`config.mk`:
```
export PLATFORM = sky130hd
export DESIGN_NAME = axi_fifo_wr
export DESIGN_NICKNAME = d
export VERILOG_FILES = /design/src/rtl/axi_fifo_wr.sv
export SDC_FILE = /design/constraint.sdc
export NUM_CORES = 1
export LEC_CHECK = 0
export CORE_UTILIZATION = 48
export DETAILED_ROUTE_END_ITERATION = 16
export GPL_ROUTABILITY_DRIVEN = 1
export PLACE_DENSITY = 0.69
export SYNTH_ARGS = -nofsm -noshare
export SYNTH_HDL_FRONTEND = slang
export SYNTH_SLANG_ARGS = --single-unit
```
`constraint.sdc`:
```
create_clock -name clk -period 59.7 [get_ports clk]
set_clock_uncertainty 0.15 [all_clocks]
set_input_delay 14.925 -clock clk [delete_from_list [all_inputs] [get_ports clk]]
set_output_delay 14.925 -clock clk [all_outputs]
set_load 0.02 [all_outputs]
```
`src/rtl/axi_fifo_wr.sv`:
```
// AXI4 write-channel buffer: independent AW, W and B register FIFOs between a slave and a master port.
// With W_DELAY=1, an AW is held back until its whole W burst is buffered, so the burst is never starved mid-flight.

module axi_fifo_wr_fifo #(
  parameter int WIDTH = 8,
  parameter int DEPTH = 2
) (
  input  logic             clk,
  input  logic             rst,
  input  logic [WIDTH-1:0] i_data,
  input  logic             i_valid,
  output logic             o_ready,
  input  logic             i_pop,
  output logic [WIDTH-1:0] o_data,
  output logic             o_empty
);
  localparam int          PW      = $clog2(DEPTH);
  localparam logic [PW:0] PTR_ONE = (PW + 1)'(1);

  logic [PW:0]      r_wr_ptr;
  logic [PW:0]      r_rd_ptr;
  logic [PW:0]      w_wr_next;
  logic [PW:0]      w_rd_next;
  logic [WIDTH-1:0] r_mem [DEPTH];
  logic             r_ready;
  logic             w_push;
  logic             w_pop;
  logic             w_full_next;

  assign w_push      = i_valid & r_ready;
  assign w_pop       = i_pop & ~o_empty;
  assign w_wr_next   = w_push ? r_wr_ptr + PTR_ONE : r_wr_ptr;
  assign w_rd_next   = w_pop  ? r_rd_ptr + PTR_ONE : r_rd_ptr;
  assign w_full_next = (w_wr_next[PW] != w_rd_next[PW]) &&
                       (w_wr_next[PW-1:0] == w_rd_next[PW-1:0]);

  // Ready is registered from the post-update pointers, so it is low in the very cycle the FIFO is full.
  always_ff @(posedge clk or posedge rst) begin
    if (rst) begin
      r_wr_ptr <= '0;
      r_rd_ptr <= '0;
      r_ready  <= 1'b0;
    end else begin
      r_wr_ptr <= w_wr_next;
      r_rd_ptr <= w_rd_next;
      r_ready  <= ~w_full_next;
    end
  end

  always_ff @(posedge clk or posedge rst) begin
    if (rst) begin
      for (int i = 0; i < DEPTH; i++) r_mem[i] <= '0;
    end else if (w_push) begin
      r_mem[r_wr_ptr[PW-1:0]] <= i_data;
    end
  end

  assign o_ready = r_ready;
  assign o_empty = (r_wr_ptr == r_rd_ptr);
  assign o_data  = r_mem[r_rd_ptr[PW-1:0]];
endmodule

module axi_fifo_wr #(
  parameter int DATA_WIDTH = 32,
  parameter int ADDR_WIDTH = 32,
  parameter int STRB_WIDTH = DATA_WIDTH / 8,
  parameter int ID_WIDTH   = 8,
  parameter int AW_FIFO    = 2,
  parameter int W_FIFO     = 16,
  parameter int B_FIFO     = 2,
  parameter int W_DELAY    = 0
) (
  input  logic                  clk,
  input  logic                  rst,
  input  logic [ID_WIDTH-1:0]   s_axi_awid,
  input  logic [ADDR_WIDTH-1:0] s_axi_awaddr,
  input  logic [7:0]            s_axi_awlen,
  input  logic [2:0]            s_axi_awsize,
  input  logic [1:0]            s_axi_awburst,
  input  logic                  s_axi_awlock,
  input  logic [3:0]            s_axi_awqos,
  input  logic                  s_axi_awvalid,
  output logic                  s_axi_awready,
  input  logic [DATA_WIDTH-1:0] s_axi_wdata,
  input  logic [STRB_WIDTH-1:0] s_axi_wstrb,
  input  logic                  s_axi_wlast,
  input  logic                  s_axi_wvalid,
  output logic                  s_axi_wready,
  output logic [ID_WIDTH-1:0]   s_axi_bid,
  output logic [1:0]            s_axi_bresp,
  output logic                  s_axi_bvalid,
  input  logic                  s_axi_bready,
  output logic [ID_WIDTH-1:0]   m_axi_awid,
  output logic [ADDR_WIDTH-1:0] m_axi_awaddr,
  output logic [7:0]            m_axi_awlen,
  output logic [2:0]            m_axi_awsize,
  output logic [1:0]            m_axi_awburst,
  output logic                  m_axi_awlock,
  output logic [3:0]            m_axi_awqos,
  output logic                  m_axi_awvalid,
  input  logic                  m_axi_awready,
  output logic [DATA_WIDTH-1:0] m_axi_wdata,
  output logic [STRB_WIDTH-1:0] m_axi_wstrb,
  output logic                  m_axi_wlast,
  output logic                  m_axi_wvalid,
  input  logic                  m_axi_wready,
  input  logic [ID_WIDTH-1:0]   m_axi_bid,
  input  logic [1:0]            m_axi_bresp,
  input  logic                  m_axi_bvalid,
  output logic                  m_axi_bready
);
  localparam int AW_BITS = ID_WIDTH + ADDR_WIDTH + 8 + 3 + 2 + 1 + 4;
  localparam int W_BITS  = DATA_WIDTH + STRB_WIDTH + 1;
  localparam int B_BITS  = ID_WIDTH + 2;

  logic [AW_BITS-1:0] w_aw_in;
  logic [AW_BITS-1:0] w_aw_out;
  logic [W_BITS-1:0]  w_w_in;
  logic [W_BITS-1:0]  w_w_out;
  logic [B_BITS-1:0]  w_b_in;
  logic [B_BITS-1:0]  w_b_out;
  logic               w_aw_empty;
  logic               w_w_empty;
  logic               w_b_empty;
  logic               w_aw_gate;
  logic               w_w_gate;
  logic               w_aw_pop;
  logic               w_w_pop;

  assign w_aw_in = {s_axi_awid, s_axi_awaddr, s_axi_awlen, s_axi_awsize,
                    s_axi_awburst, s_axi_awlock, s_axi_awqos};
  assign {m_axi_awid, m_axi_awaddr, m_axi_awlen, m_axi_awsize,
          m_axi_awburst, m_axi_awlock, m_axi_awqos} = w_aw_out;
  assign w_w_in = {s_axi_wdata, s_axi_wstrb, s_axi_wlast};
  assign {m_axi_wdata, m_axi_wstrb, m_axi_wlast} = w_w_out;
  assign w_b_in = {m_axi_bid, m_axi_bresp};
  assign {s_axi_bid, s_axi_bresp} = w_b_out;

  assign m_axi_awvalid = ~w_aw_empty & w_aw_gate;
  assign m_axi_wvalid  = ~w_w_empty & w_w_gate;
  assign s_axi_bvalid  = ~w_b_empty;
  assign w_aw_pop      = m_axi_awvalid & m_axi_awready;
  assign w_w_pop       = m_axi_wvalid & m_axi_wready;

  axi_fifo_wr_fifo #(.WIDTH(AW_BITS), .DEPTH(AW_FIFO)) u_aw_fifo (
    .clk     (clk),
    .rst     (rst),
    .i_data  (w_aw_in),
    .i_valid (s_axi_awvalid),
    .o_ready (s_axi_awready),
    .i_pop   (w_aw_pop),
    .o_data  (w_aw_out),
    .o_empty (w_aw_empty)
  );

  axi_fifo_wr_fifo #(.WIDTH(W_BITS), .DEPTH(W_FIFO)) u_w_fifo (
    .clk     (clk),
    .rst     (rst),
    .i_data  (w_w_in),
    .i_valid (s_axi_wvalid),
    .o_ready (s_axi_wready),
    .i_pop   (w_w_pop),
    .o_data  (w_w_out),
    .o_empty (w_w_empty)
  );

  axi_fifo_wr_fifo #(.WIDTH(B_BITS), .DEPTH(B_FIFO)) u_b_fifo (
    .clk     (clk),
    .rst     (rst),
    .i_data  (w_b_in),
    .i_valid (m_axi_bvalid),
    .o_ready (m_axi_bready),
    .i_pop   (s_axi_bvalid & s_axi_bready),
    .o_data  (w_b_out),
    .o_empty (w_b_empty)
  );

  // bcnt: complete bursts sitting in W whose AW is not yet issued; icnt: issued AWs whose burst is not fully sent.
  if (W_DELAY != 0) begin : g_delay
    localparam int            CW     = $clog2(W_FIFO) + 1;
    localparam logic [CW-1:0] CNT_ONE = CW'(1);

    logic [CW-1:0] r_bcnt;
    logic [CW-1:0] r_icnt;
    logic          w_burst_in;
    logic          w_burst_out;

    assign w_burst_in  = s_axi_wvalid & s_axi_wready & s_axi_wlast;
    assign w_burst_out = w_w_pop & m_axi_wlast;

    always_ff @(posedge clk or posedge rst) begin
      if (rst) begin
        r_bcnt <= '0;
        r_icnt <= '0;
      end else begin
        case ({w_burst_in, w_aw_pop})
          2'b10:   r_bcnt <= r_bcnt + CNT_ONE;
          2'b01:   r_bcnt <= r_bcnt - CNT_ONE;
          default: r_bcnt <= r_bcnt;
        endcase
        case ({w_aw_pop, w_burst_out})
          2'b10:   r_icnt <= r_icnt + CNT_ONE;
          2'b01:   r_icnt <= r_icnt - CNT_ONE;
          default: r_icnt <= r_icnt;
        endcase
      end
    end

    assign w_aw_gate = (r_bcnt != '0);
    assign w_w_gate  = (r_icnt != '0);
  end else begin : g_nodelay
    assign w_aw_gate = 1'b1;
    assign w_w_gate  = 1'b1;
  end
endmodule

```
==> results.yml <==
yosys:
  synthFlopType: "dfrtp_1"
  synth_top_area_share_pct: 56.1
  synth_edf_count: 0
  syn-num-nets: 2116
  async_flop_share_pct: 100
  synth.area.mux_share_pct: 39.4
  yosys.area_share.adder_pct: 0.337
  syn-mean-instance-area_sq_um: 16.8
  yosys_register_bits: 749
  yosysMostFrequentCell: "mux2_2"
  synth_top_family_by_area: "multiplexers"
  synthXorXnorAreaFrac_pct: 1.03
  yosysWarnings: 0
  synth-compound-area-share_pct: 0.273
  synthTopCellsByCount: "mux2_2, dfrtp_1, mux4_2"
  synth.distinct_cells: 38
  syn_inst: 1994
  syn_area_sq_mm: 0.0334
  synth.top_cells.by_area: "dfrtp_1, mux2_2, mux4_2"
  yosys.area_share.simple_pct: 0.764
  yosysTopAreaCell: "dfrtp_1"
  ys_seq_area_share_pct: 56.1
clock_tree:
  cts-resized-gates: 0
  cts_made_buffers: 79
  clkTransAtPathRegs_ns: 0.06
  cts_max_level: 3
  root_buffer: "clkbuf_16"
  cts_hold_buf: 0
  cts_sinks: 749
  cts_tree: "built"
  post_cts.repair.setup_buffers: 0
  cts_max_path_buffers: 3
  clkLatencyLatePin_ns: 0.61
floorplanning:
  core_area_sq_mm: 0.0687
  start_util_pct: 48.7
  dieArea_sq_mm: 0.0707
  die_y_microns: 266
  die_w_microns: 266
  pin_count: 224
  rows: 96
sta:
  rsz0062_at_grt: "no"
  setup_tns_ns: 0
  fin_crit_sh_pct: 32.3
  fmax_ghz: 0.0518
  tightest_slew_ns: 1.03
  setup-violations-final: 0
  timing.final.max_slew_violations: 0
  period_minus_slack_ns: 19.29
  hold_viol: 0
  max_slew_margin_pct: 31.3
finish:
  fin_nets: 2296
  final_area_sq_mm: 0.0391
  drive_above_1_share_pct: 52.0
  area_delta_synth_final_pct: 17.0
placement:
  place_area_sq_mm: 0.0364
  dp_hpwl_microns: 43200
  port_buffers: 223
  gp_congestion: 0.768
global_routing:
  grt_max_degree: 137
  grt_overflow_total: 0
  antenna_found_initial: 7
  grt_pass1_wl_microns: 121000
  grt_use_total_pct: 22.5
  grt_pass1_vias: 20200
detailed_routing:
  firstDrtPassIters: 5
  num_vias: 18200
  drc: 0
  avgViaCountPerCell: 5.74
  detail_route.wl_per_cell_microns: 24.2
  drt_iter0_markers: 911
  routed_wl_microns: 76700
  ant_nets: 0
power_and_ir_drop:
  powerDensity_mw_per_mm2: 62.1
  vdd_drop_max_v: 0.0000399
  leakagePower_nw: 16.7
worst_setup_path:
  worstSetupStartpointType: "flip-flop"
  path_max_fanout: 113
  required_ns: 44.62
  end_kind: "primary output"
  crit_arrival_ns: 4.22
  crit_type: "reg -> out"
run_status:
  outcome: "finished, final reports clean"
hold_path:
  hold_class: "reg -> reg"
run:
  drv_cap: 0
[sequential cells by signal (all words and copies together), names as in the netlist]
signal and count:
u_w_fifo.r_mem 592, u_aw_fifo.r_mem 116, u_b_fifo.r_mem 20, u_w_fifo.r_rd_ptr 5, u_w_fifo.r_wr_ptr 5, u_aw_fifo.r_rd_ptr 2
u_aw_fifo.r_wr_ptr 2, u_b_fifo.r_rd_ptr 2, u_b_fifo.r_wr_ptr 2, u_aw_fifo.o_ready 1, u_b_fifo.o_ready 1, u_w_fifo.o_ready 1
[area by class of cell]
class                   count  area, sq um
repair buffers            253         2470
clock inverters            22          304
clock buffers             116         2360
inverters                   7         33.8
multi-input cells        1084        14000
flip-flops and latches    749        18800
fillers                  5273        29600
diodes                      2         5.00
well taps                 931         1160
[per-stage QoR]
step	std cells	setup slack [ns]	hold WS [ns]	power [mW]	util, %
6_report	3164	40.41	0.348	2.43	56.9
5_1_grt	3163	40.11	0.358	2.56	56.9
4_1_cts	3162	40.28	0.351	2.46	56.9
3_5_place_dp	3024	40.78	0.338	1.94	53.0
3_3_place_gp	3024	40.97	0.332	1.91	53.0
2_1_floorplan	1994	23.61	0.324	1.61	-
[cell usage in the layout (no fill, tap or decap), drive strengths merged, types with 3 or more instances in the layout]
cell type      instances
a21boi                 3
a21oi                  5
buf                   30
bufinv                 7
clkbuf               116
clkdlybuf4s50        223
clkinv                 9
clkinvlp               3
dfrtp                749
ha                     9
inv                   10
mux2                 797
mux4                 185
nand2                 22
nand3                  5
nor3                   5
xnor2                 14
xor2                  11
xor3                   3
[critical path: stages (launching register included)]
cell and delay (ns):
dfrtp_4 0.98, buf_12 0.75, mux4_2 0.61, mux4_2 0.53, clkdlybuf4s50_1 0.58
[final timing paths]
kind                                 startpoint                   to  slack, ns  cells past startpoint
min in group asynchronous                   rst   u_aw_fifo.r_mem[0]      14.79                      2
min                         u_w_fifo.r_mem[188]  u_w_fifo.r_mem[188]       0.35                      1
max                        u_w_fifo.r_rd_ptr[0]       m_axi_wdata[7]      40.41                      4
max reg2reg                u_w_fifo.r_rd_ptr[0]     u_w_fifo.o_ready      55.98                      6
min reg2reg                 u_w_fifo.r_mem[188]  u_w_fifo.r_mem[188]       0.35                      1
max in group asynchronous                   rst  u_w_fifo.r_mem[116]      41.59                      5
[report_power, final]
part	total (mW)	internal, mW	leakage, nW	switching, mW
registers	0.911	0.759	9.18	0.152
logic	1.02	0.606	6.25	0.410
clock network	0.502	0.304	1.31	0.198
total	2.43	1.67	16.7	0.761
[cell families (layout without fill, tap and decap cells)]
logic type	Yosys count	in the layout
AOI/OAI and AO/OA	14	14
xor gates and xnor gates	30	30
adders and majority gates	9	9
buffers and inverters	161	398
DFF	749	749
muxes	984	984
other	0	2
and+or+nand+nor	47	47
[metal layers]
| layer | GRT usage, % | share of wire, % | vias up |
|---|---|---|---|
| met5 | 0 | 0.087 | - |
| met4 | 6.43 | 2.0 | 10 |
| met3 | 5.31 | 5.8 | 118 |
| met2 | 37.3 | 49 | 367 |
| met1 | 29.6 | 43 | 9854 |
| li1 | - | - | 7810 |
No activity file was read; power rests on OpenSTA's default activity.
